**config.mk**
```make
export PLATFORM = sky130hd
export DESIGN_NAME = mux2_64bit_arbiter
export DESIGN_NICKNAME = d
export VERILOG_FILES = /design/src/rtl/mux2_64bit_arbiter.sv
export SDC_FILE = /design/constraint.sdc
export NUM_CORES = 1
export LEC_CHECK = 0
export CELL_PAD_IN_SITES_DETAIL_PLACEMENT = 0
export CELL_PAD_IN_SITES_GLOBAL_PLACEMENT = 1
export CORE_MARGIN = 3
export CORE_UTILIZATION = 32
export DETAILED_ROUTE_END_ITERATION = 12
export HOLD_SLACK_MARGIN = 0.1
export PLACE_DENSITY = 0.86
export SLEW_MARGIN = 20
export SYNTH_ARGS = -nofsm -noshare
export SYNTH_HDL_FRONTEND = slang
export SYNTH_SLANG_ARGS = --single-unit
```
**constraint.sdc**
```tcl
create_clock -name clk -period 3.2 [get_ports clk]
set_clock_uncertainty 0.15 [all_clocks]
set_input_delay 0.64 -clock clk [delete_from_list [all_inputs] [get_ports clk]]
set_output_delay 0.64 -clock clk [all_outputs]
set_load 0.005 [all_outputs]
```
**src/rtl/mux2_64bit_arbiter.sv**
```systemverilog
// Round-robin arbiter for two valid/ready requesters sharing one 64-bit 2:1 mux,
// with a one-entry registered output stage and saturating per-requester grant counters.
module mux2_64bit_arbiter #(
    parameter int unsigned W     = 64,
    parameter int unsigned CNT_W = 16
) (
    input  logic             clk,
    input  logic             rst_n,
    input  logic             req0_valid,
    input  logic [W-1:0]     req0_data,
    output logic             req0_ready,
    input  logic             req1_valid,
    input  logic [W-1:0]     req1_data,
    output logic             req1_ready,
    output logic             sel,
    output logic             out_valid,
    output logic [W-1:0]     out_data,
    output logic             out_src,
    input  logic             out_ready,
    output logic [CNT_W-1:0] grant_cnt0,
    output logic [CNT_W-1:0] grant_cnt1
);

    typedef enum logic {
        EMPTY = 1'b0,
        FULL  = 1'b1
    } state_t;

    localparam logic [CNT_W-1:0] CNT_MAX = '1;

    state_t state_q;
    state_t state_d;
    logic   last_grant;
    logic   choice;
    logic   load_en;
    logic   any_valid;
    logic   xfer;

    assign any_valid = req0_valid | req1_valid;
    assign load_en   = (state_q == EMPTY) | out_ready;
    assign xfer      = load_en & any_valid;
    assign out_valid = (state_q == FULL);

    // Round-robin pick; with no requester the select parks on the last grant.
    always_comb begin
        choice = last_grant;
        if (req0_valid && req1_valid) begin
            choice = ~last_grant;
        end else if (req0_valid) begin
            choice = 1'b0;
        end else if (req1_valid) begin
            choice = 1'b1;
        end
    end

    // Next-state and handshake outputs; readies are held low while in reset.
    always_comb begin
        state_d    = state_q;
        req0_ready = 1'b0;
        req1_ready = 1'b0;
        sel        = choice;
        if (load_en) begin
            state_d    = any_valid ? FULL : EMPTY;
            req0_ready = rst_n & req0_valid & ~choice;
            req1_ready = rst_n & req1_valid & choice;
        end
    end

    always_ff @(posedge clk or negedge rst_n) begin
        if (!rst_n) begin
            state_q <= EMPTY;
        end else begin
            state_q <= state_d;
        end
    end

    // Output word, source tag, priority pointer and debug counters move only on a transfer.
    always_ff @(posedge clk or negedge rst_n) begin
        if (!rst_n) begin
            out_data   <= '0;
            out_src    <= 1'b0;
            last_grant <= 1'b1;
            grant_cnt0 <= '0;
            grant_cnt1 <= '0;
        end else if (xfer) begin
            out_data   <= choice ? req1_data : req0_data;
            out_src    <= choice;
            last_grant <= choice;
            if (!choice && grant_cnt0 != CNT_MAX) begin
                grant_cnt0 <= grant_cnt0 + CNT_W'(1);
            end
            if (choice && grant_cnt1 != CNT_MAX) begin
                grant_cnt1 <= grant_cnt1 + CNT_W'(1);
            end
        end
    end

endmodule

```
==> results.tsv, run 1 <==
stage	metric	value	unit
power	ir_drop	0.370	mV
logic_synthesis	post_synth_fa_ha_maj_area_fraction	0.544	%
timing	worst_hold_slack	328	ps
floorplanning	dieHeight	126	um
worst_hold_path	hold_class	reg -> reg	
floorplanning	start_util	32.9	%
cts	clkSlewWorstSetupHoldPaths	60	ps
routing	dr_wl_met3	1110	um
cts	postCtsSetupBuffers	0	
grt	grt_pass1_vias	4022	
routing	dr.pass1.iters	4	
setup_path	worst-path-max-fanout	5	
outcome	status	completed	
routing	totalWireLength	13000	um
floorplanning	fp.dieW	126	um
grt	grt_usage	16.3	%
timing	drv_slew	0	
setup_path	cp.arrival	2180	ps
setup_path	r2r_slack	1080	ps
logic_synthesis	syn-num-nets	574	
floorplanning	num_rows	43	
routing	drt_iter0_drc	211	
grt	grt_max_degree	131	
layout	drive_above_1_share	5.22	%
cts	clk_latency	340	ps
routing	met2_length	6440	um
power	leakage	0.00317	uW
logic_synthesis	synth_warnings	0	
routing	viasPerCell	4.73	
layout	final_common_cell	clkdlybuf4s50_1	
setup_path	worstSetupStartpointType	primary input	
floorplanning	die_area	15900	sq um
floorplanning	core-area	14000	sq um
power	power_frac_seq	43.7	%
placement	io_buffer_count	233	
setup_path	crit_chain	clkdlybuf4s50_1 > nand2_1 > o21ai_4 > inv_1 > nor2_1 > clkdlybuf4s50_1	
cts	cts_buffer_depth	2	
layout	fin_area	7420	sq um
routing	wl_per_cell	15.2	um
routing	remaining_drc_errors	0	
placement	hpwl	9830	um
logic_synthesis	synth_top_family_by_area	simple AND/OR/NAND/NOR gates	
logic_synthesis	synth-compound-area-share	7.18	%
layout	layout.cells.most_common_list	clkdlybuf4s50_1, dfrtp_1, nand2_1, mux2i_1, o21ai_0	
setup_path	r2r_start	last_grant$_DFFE_PN1P_	
logic_synthesis	synth_cell_types	29	
cts	root_buffer	clkbuf_16	
logic_synthesis	seq_area_frac_synth	53.8	%
layout	synthToLayoutAreaGrowth	61.2	%
floorplanning	ios	234	
layout	seqCellArea	2480	sq um
logic_synthesis	ys_ff_latch	99	
timing	setup_violations	0	
timing	hold_viol_final	0	
setup_path	worstSetupEndpoint	req0_ready	
timing	rsz0062_at_grt	false	
placement	gp_congestion	0.873	
layout	final_cells	851	
setup_path	setup.worst_path.start	req0_valid	
timing	fmaxAchievable	0.337	GHz
setup_path	required	2410	ps
routing	top_layer	met4	
cts	cts.sinks	99	
power	swShare	28.2	%
setup_path	crit_top_cell	clkdlybuf4s50_1	
layout	antenna_cells	0	
setup_path	cp_num_cells	6	
power	power_frac_comb	31.1	%
logic_synthesis	avgSynthCellArea	10.5	sq um
routing	wl_met1	5260	um
placement	dp_slack	247	ps
layout	multi_input_area	2040	sq um
timing	setup_slack	233	ps
timing	period_needed	2970	ps
grt	grt_overflow	0	
power	clkPwrFrac	25.2	%
setup_path	slowest_delay	600	ps
timing	worst_slew_pin_slew	704	ps
routing	vias	4026	
power	power.switching	1100	uW
cts	cts_tree	done	
timing	layout_worst_path_cycle_share	92.7	%
timing	setup_tns	0	ps
grt	grt_pass1_wl	20700	um
setup_path	crit_slowest_cell	clkdlybuf4s50_1	
setup_path	worst_r2r_endpoint	out_data[4]$_DFFE_PN0P_	
cts	cts_resized	0	
timing	slew_headroom	53.1	%
cts	numCtsBuffers	9	
grt	antenna_found_initial	0	
logic_synthesis	yosys.area_share.simple	15.9	%
setup_path	ff2ff_path_depth	5	
logic_synthesis	syn_area	4600	sq um
placement	placed_area	7150	sq um
layout	nFillCells	1260	
power	p_per_area	525	nW/um^2
setup_path	crit_buf_inv	3	
layout	final_nets	802	
setup_path	crit_type	in -> out	
setup_path	crit_path_end_kind	output port	
setup_path	cp_top_family	buffers and inverters	
logic_synthesis	synth_xor_area_share	5.71	%
power	internal_power	2800	uW
routing	final_antenna_net_count	0	
logic_synthesis	synth.area.mux_share	14.4	%
cts	cts.htree.levels	3	
placement	place_inst	835	
job	drv_cap	0	
logic_synthesis	synth_cells	439	
-- tightest hold or removal path, cell delays in order, from the launching register on --
cell and delay, ps:
dfrtp_1 340, nand2_1 40, o21ai_0 60
-- power by group through the flow --
stage,clock network (uW),registers [uW],logic (uW)
finish,982,1700,1210
global placement,0,1710,1210
global route,1080,1740,1330
floorplan,0,1720,407
detailed placement,0,1730,1230
CTS,1030,1710,1240
-- worst min path at each step --
| stage | from | endpoint | cells after the start |
|---|---|---|---|
| floorplan | rst_n | grant_cnt0[0]$_DFFE_PN0P_ | 0 |
| global placement | rst_n | out_valid$_DFFE_PN0P_ | 1 |
| detailed placement | rst_n | out_valid$_DFFE_PN0P_ | 1 |
| CTS | out_data[46]$_DFFE_PN0P_ | out_data[46]$_DFFE_PN0P_ | 2 |
| global route | out_data[46]$_DFFE_PN0P_ | out_data[46]$_DFFE_PN0P_ | 2 |
| finish | out_data[46]$_DFFE_PN0P_ | out_data[46]$_DFFE_PN0P_ | 2 |
-- final cells by class --
| type | count | share of cell area, % |
|---|---|---|
| Clock buffer | 13 | 3.37 |
| Tap cell | 180 | 3.04 |
| Multi-Input combinational cell | 313 | 27.4 |
| Sequential cell | 99 | 33.4 |
| Inverter | 3 | 0.152 |
| Clock inverter | 2 | 0.169 |
| Timing Repair Buffer | 241 | 32.4 |
-- routing by layer --
metal	global-route usage, %	vias up
met1	19.4	1855
met3	5.22	12
met5	0	-
met4	5.80	0
met2	27.6	170
li1	-	1989
-- timing repair --
action                     4_1_cts  5_1_grt
hold buffers                     1        0
setup endpoints to repair        0        0
hold endpoints to repair         1        0
-- through the flow --
| stage | power (uW) | util (%) |
|---|---|---|
| final | 3900 | 53.0 |
| after global routing | 4150 | 53.0 |
| after CTS | 3970 | 53.0 |
| after detailed placement | 2960 | 51.1 |
| after global placement | 2930 | 51.1 |
| after floorplan | 2120 | - |
-- synth_stat cells, drive strengths merged --
cell / count / area share (%)
or4: 2 / 0.49
mux2i: 64 / 14
nor4: 15 / 2.4
nor2: 8 / 0.65
buf: 8 / 0.87
dfstp: 1 / 0.57
nor3b: 2 / 0.33
nand2: 80 / 6.5
nand3: 12 / 1.4
xor2: 28 / 5.3
and3: 1 / 0.14
inv: 3 / 0.24
nand2b: 2 / 0.27
clkbuf: 16 / 1.3
nor4b: 3 / 0.57
xnor2: 2 / 0.38
or2: 4 / 0.54
mux2: 2 / 0.49
nand4: 8 / 1.2
o21ai: 66 / 7.2
and4: 1 / 0.19
ha: 2 / 0.54
nor3: 11 / 1.2
dfrtp: 98 / 53
-- kinds of logic (layout without fill, tap and decap cells) --
| kind of cell | count (synthesis) | after routing |
|---|---|---|
| buf+inv | 27 | 259 |
| xor+xnor | 30 | 30 |
| simple gates | 149 | 149 |
| fa+ha+maj | 2 | 2 |
| mux | 66 | 66 |
| compound gates | 66 | 66 |
| flops | 99 | 99 |
-- sequential cells by signal, summed over array words and instances, names as in the netlist --
name,count
grant_cnt1,16
last_grant,1
grant_cnt0,16
out_valid,1
out_data,64
out_src,1
(Power assumes the default switching activity.)
==> run 2: changes to the inputs <==
- MAX_ROUTING_LAYER: unset -> met4
- SLEW_MARGIN: 20 -> 25
==> results.tsv, run 2 (same netlist as run 1, synthesis figures left out) <==
stage	metric	value	unit	change
grt	grt_usage	16.7	%	+0.46 points
cts	cts_resized	0		unchanged
timing	setup_slack	232	ps	-0.256 ps
routing	viasPerCell	4.73		about the same
placement	dp_slack	247	ps	unchanged
layout	top_regs	out_data (64), grant_cnt0 (16), grant_cnt1 (16)		
placement	io_buffer_count	233		unchanged
timing	worst_slew_pin_slew	700	ps	-4.02 ps
timing	drv_slew	0		unchanged
cts	clk_latency	340	ps	about the same
floorplanning	ios	234		unchanged
placement	hpwl	9830	um	unchanged
setup_path	worstSetupStartpointType	primary input		
cts	cts.htree.levels	3		unchanged
timing	hold_viol_final	0		unchanged
timing	fmaxAchievable	0.337	GHz	about the same
power	leakage	0.00317	uW	unchanged
layout	fin_util	53.0	%	unchanged
grt	grt_overflow	0		unchanged
routing	remaining_drc_errors	0		unchanged
routing	drt_iter0_drc	225		+6.6%
floorplanning	fp.dieW	126	um	unchanged
worst_hold_path	hold_class	reg -> reg		
timing	period_needed	2970	ps	+0.256 ps
grt	grt_max_degree	131		unchanged
floorplanning	dieHeight	126	um	unchanged
layout	antenna_cells	0		unchanged
job	drv_cap	0		unchanged
layout	largest-register	out_data		
setup_path	crit_type	in -> out		
floorplanning	num_rows	43		unchanged
outcome	status	completed		
layout	largest_reg_flops	64		unchanged
power	ir_drop	0.370	mV	+0.11%
routing	totalWireLength	13000	um	-0.20%
cts	root_buffer	clkbuf_16		
power	p_per_area	526	nW/um^2	about the same
timing	layout_worst_path_cycle_share	92.7	%	about the same
cts	cts_buffer_depth	2		unchanged
layout	drive_above_1_share	5.22	%	unchanged
setup_path	crit_path_end_kind	output port		
routing	final_antenna_net_count	0		unchanged
grt	grt_pass1_wl	20700	um	-0.33%
grt	antenna_found_initial	0		unchanged
timing	rsz0062_at_grt	false		
grt	grt_pass1_vias	4037		+0.37%
layout	final_nets	802		unchanged
timing	setup_tns	0	ps	unchanged
floorplanning	start_util	32.9	%	unchanged
routing	wl_per_cell	15.2	um	-0.20%
cts	clkSlewWorstSetupHoldPaths	60	ps	about the same
placement	gp_congestion	0.887		+1.6%
routing	dr.pass1.iters	5		+1
layout	layout.cells.most_common_list	clkdlybuf4s50_1, dfrtp_1, nand2_1, mux2i_1, o21ai_0		
timing	setup_violations	0		unchanged
cts	numCtsBuffers	9		unchanged
setup_path	required	2410	ps	about the same
setup_path	worst-path-max-fanout	5		unchanged
setup_path	cp.arrival	2180	ps	about the same
cts	cts_tree	done		
routing	vias	4022		-0.099%
layout	final_common_cell	clkdlybuf4s50_1		
timing	slew_headroom	53.3	%	+0.27 points
cts	cts.sinks	99		unchanged
floorplanning	die_area	15900	sq um	unchanged
floorplanning	core-area	14000	sq um	unchanged
layout	synthToLayoutAreaGrowth	61.2	%	unchanged
## run 2: per-stage QoR
| step | instance area [sq um] | total power [uW] | hold WS, ps | cells |
|---|---|---|---|---|
| floorplan | 4600 | 2120 | 194 | 439 |
| global placement | 7150 | 2930 | 283 | 835 |
| detailed placement | 7150 | 2960 | 284 | 835 |
| CTS | 7420 | 3970 | 334 | 851 |
| global route | 7420 | 4150 | 346 | 851 |
| finish | 7420 | 3900 | 326 | 851 |
## run 2: final cells by class
type	count	area, sq um
clock buffer	13	250
clock inverter	2	12.5
fill	1260	6570
inverter	3	11.3
multi-input combinational	313	2040
sequential	99	2480
tap	180	225
timing repair buffer	241	2400
## run 2: worst paths after layout
path | to | slack, ps | start | cells after the start
setup / recovery | req0_ready | 230 | req0_valid | 6
setup reg to reg | out_data[4]$_DFFE_PN0P_ | 1080 | last_grant$_DFFE_PN1P_ | 5
max in group asynchronous | grant_cnt1[11]$_DFFE_PN0P_ | 940 | rst_n | 4
hold reg to reg | out_data[46]$_DFFE_PN0P_ | 330 | out_data[46]$_DFFE_PN0P_ | 2
min in group asynchronous | out_valid$_DFFE_PN0P_ | 500 | rst_n | 2
hold / removal | out_data[46]$_DFFE_PN0P_ | 330 | out_data[46]$_DFFE_PN0P_ | 2
## run 2: repair_timing
item | 4_1_cts | 5_1_grt
buffers inserted | 0 | 0
hold buffers | 1 | 0
hold endpoints to repair | 1 | 0
## run 2: routing by layer
| layer | vias up | wire length [um] | global-route usage (%) |
|---|---|---|---|
| met5 | - | 0 | - |
| met4 | 0 | 201 | 5.80 |
| met3 | 13 | 1010 | 4.50 |
| met2 | 170 | 6420 | 27.5 |
| met1 | 1852 | 5310 | 19.8 |
| li1 | 1987 | - | - |
## run 2: worst max-delay path, stage by stage
cell,delay [ps]
clkdlybuf4s50_1,600
nand2_1,160
o21ai_4,110
inv_1,70
nor2_1,100
clkdlybuf4s50_1,500
## run 2: where the power goes
group          total, uW  switching [uW]  internal, uW
Clock                984             440           544
Sequential          1700             209          1490
Combinational       1210             453           760
==> run 3: changes to the inputs <==
- CORE_MARGIN: 3 -> 5
==> results.tsv, run 3 (same netlist as run 1, synthesis figures left out) <==
stage	metric	value	unit	change
setup_path	crit_chain	clkdlybuf4s50_1 > nand2_1 > o21ai_4 > inv_1 > nor2_1 > clkdlybuf4s50_1		
timing	hold_viol_final	0		unchanged
setup_path	crit_buf_inv	3		unchanged
grt	grt_overflow	0		unchanged
timing	drv_slew	0		unchanged
layout	largest-register	out_data		
setup_path	crit_top_cell	clkdlybuf4s50_1		
cts	root_buffer	clkbuf_16		
setup_path	cp_top_family	buffers and inverters		
setup_path	worst-path-max-fanout	5		unchanged
setup_path	required	2410	ps	about the same
setup_path	ff2ff_path_depth	6		+1
power	leakage	0.00319	uW	+0.65%
routing	viasPerCell	4.69		-0.69%
layout	top_regs	out_data (64), grant_cnt0 (16), grant_cnt1 (16)		
floorplanning	die_area	16900	sq um	+6.5%
layout	synthToLayoutAreaGrowth	61.8	%	
layout	drive_above_1_share	5.65	%	+0.44 points
cts	cts.sinks	99		unchanged
routing	drt_iter0_drc	137		-39%
timing	worst_slew_pin_slew	844	ps	+144 ps
floorplanning	fp.dieW	130	um	+3.2%
power	power_frac_comb	30.7	%	-0.4 points
power	power.switching	1110	uW	+0.67%
cts	clk_latency	340	ps	about the same
setup_path	r2r_slack	740	ps	-340 ps
power	clkPwrFrac	26.5	%	+1.3 points
routing	remaining_drc_errors	0		unchanged
setup_path	crit_path_end_kind	output port		
cts	cts_tree	done		
power	internal_power	2870	uW	+2.5%
placement	hpwl	10200	um	+3.8%
timing	fmaxAchievable	0.334	GHz	-0.86%
grt	grt_max_degree	131		unchanged
job	drv_cap	0		unchanged
timing	setup_tns	0	ps	unchanged
timing	layout_worst_path_cycle_share	93.5	%	+0.80 points
cts	cts.htree.levels	3		unchanged
routing	dr.pass1.iters	4		-1
timing	rsz0062_at_grt	false		
grt	grt_pass1_wl	20900	um	+1.0%
floorplanning	num_rows	43		unchanged
grt	grt_pass1_vias	4136		+2.5%
placement	io_buffer_count	233		unchanged
cts	cts_buffer_depth	2		unchanged
cts	numCtsBuffers	9		unchanged
grt	grt_usage	16.1	%	-0.60 points
floorplanning	start_util	32.9	%	unchanged
layout	final_nets	802		unchanged
layout	layout.cells.most_common_list	clkdlybuf4s50_1, dfrtp_1, nand2_1, mux2i_1, o21ai_0		
routing	wl_per_cell	15.6	um	+2.6%
setup_path	crit_slowest_cell	clkdlybuf4s50_1		
floorplanning	dieHeight	130	um	+3.2%
grt	antenna_found_initial	0		unchanged
power	finalPower	3980	uW	+2.0%
timing	period_needed	2990	ps	+25.7 ps
cts	postCtsSetupBuffers	0		unchanged
power	power_frac_seq	42.8	%	-0.9 points
layout	nFillCells	1246		-1.1%
setup_path	cp_num_cells	6		unchanged
timing	slew_headroom	43.2	%	-10 points
cts	cts_hold_buf	0		-1
layout	largest_reg_flops	64		unchanged
setup_path	slowest_delay	600	ps	about the same
setup_path	cp.arrival	2200	ps	+20 ps
placement	gp_congestion	0.853		-3.9%
setup_path	worstSetupStartpointType	primary input		
timing	setup_violations	0		unchanged
setup_path	crit_type	in -> out		
routing	totalWireLength	13300	um	+2.7%
routing	vias	3999		-0.57%
cts	cts_resized	0		unchanged
floorplanning	ios	234		unchanged
outcome	status	completed		
floorplanning	core-area	14000	sq um	unchanged
power	swShare	27.9	%	-0.36 points
power	ir_drop	0.315	mV	-15%
worst_hold_path	hold_class	in -> async		
layout	final_common_cell	clkdlybuf4s50_1		
routing	final_antenna_net_count	0		unchanged
power	p_per_area	534	nW/um^2	+1.6%
cts	clkSlewWorstSetupHoldPaths	60	ps	about the same
layout	antenna_cells	0		unchanged
## run 3: changes by cell type in the layout (fill, tap and decap cells not counted)
cell / before / now
dlygate4sd3_1: 1 / 0
clkinvlp_4: 1 / 0
clkbuf_8: 1 / 4
clkbuf_1: 3 / 2
buf_4: 7 / 8
## run 3: power groups by stage
stage	logic (uW)	registers [uW]	clock network [uW]
floorplan	407	1720	0
global placement	1220	1710	0
detailed placement	1240	1730	0
CTS	1250	1710	1090
global route	1330	1740	1140
finish	1220	1700	1050
## run 3: layout make-up
cell class	count	area [sq um]	area share, %
timing repair buffer	241	2400	32.3
clock inverter	1	5.00	0.0672
multi-input combinational	313	2040	27.3
inverter	3	11.3	0.151
sequential	99	2480	33.3
clock buffer	15	288	3.86
tap	180	225	3.02
## run 3: final timing paths
check                                     startpoint                        end
setup / recovery                          req0_valid                 req0_ready
hold / removal                                 rst_n  grant_cnt0[5]$_DFFE_PN0P_
setup reg to reg           grant_cnt1[0]$_DFFE_PN0P_  grant_cnt1[1]$_DFFE_PN0P_
hold reg to reg             out_data[27]$_DFFE_PN0P_   out_data[27]$_DFFE_PN0P_
max in group asynchronous                      rst_n  grant_cnt1[4]$_DFFE_PN0P_
min in group clk            out_data[27]$_DFFE_PN0P_   out_data[27]$_DFFE_PN0P_
## run 3: stage by stage
stage	instances	util (%)	setup slack, ps	hold slack (ps)	cell area, sq um
2_1_floorplan	439	-	888	194	4600
3_3_place_gp	836	51.1	286	310	7150
3_5_place_dp	836	51.1	208	319	7150
4_1_cts	852	53.2	209	326	7450
5_1_grt	852	53.2	137	355	7450
6_report	852	53.2	207	297	7450
## run 3: metal layers
| layer | GRT usage (%) | share of wire, % | up-vias |
|---|---|---|---|
| met4 | 5.38 | 2.1 | 0 |
| met5 | - | 0 | - |
| met2 | 26.8 | 48 | 153 |
| met3 | 4.42 | 8.7 | 17 |
| met1 | 19.0 | 41 | 1837 |
| li1 | - | - | 1992 |
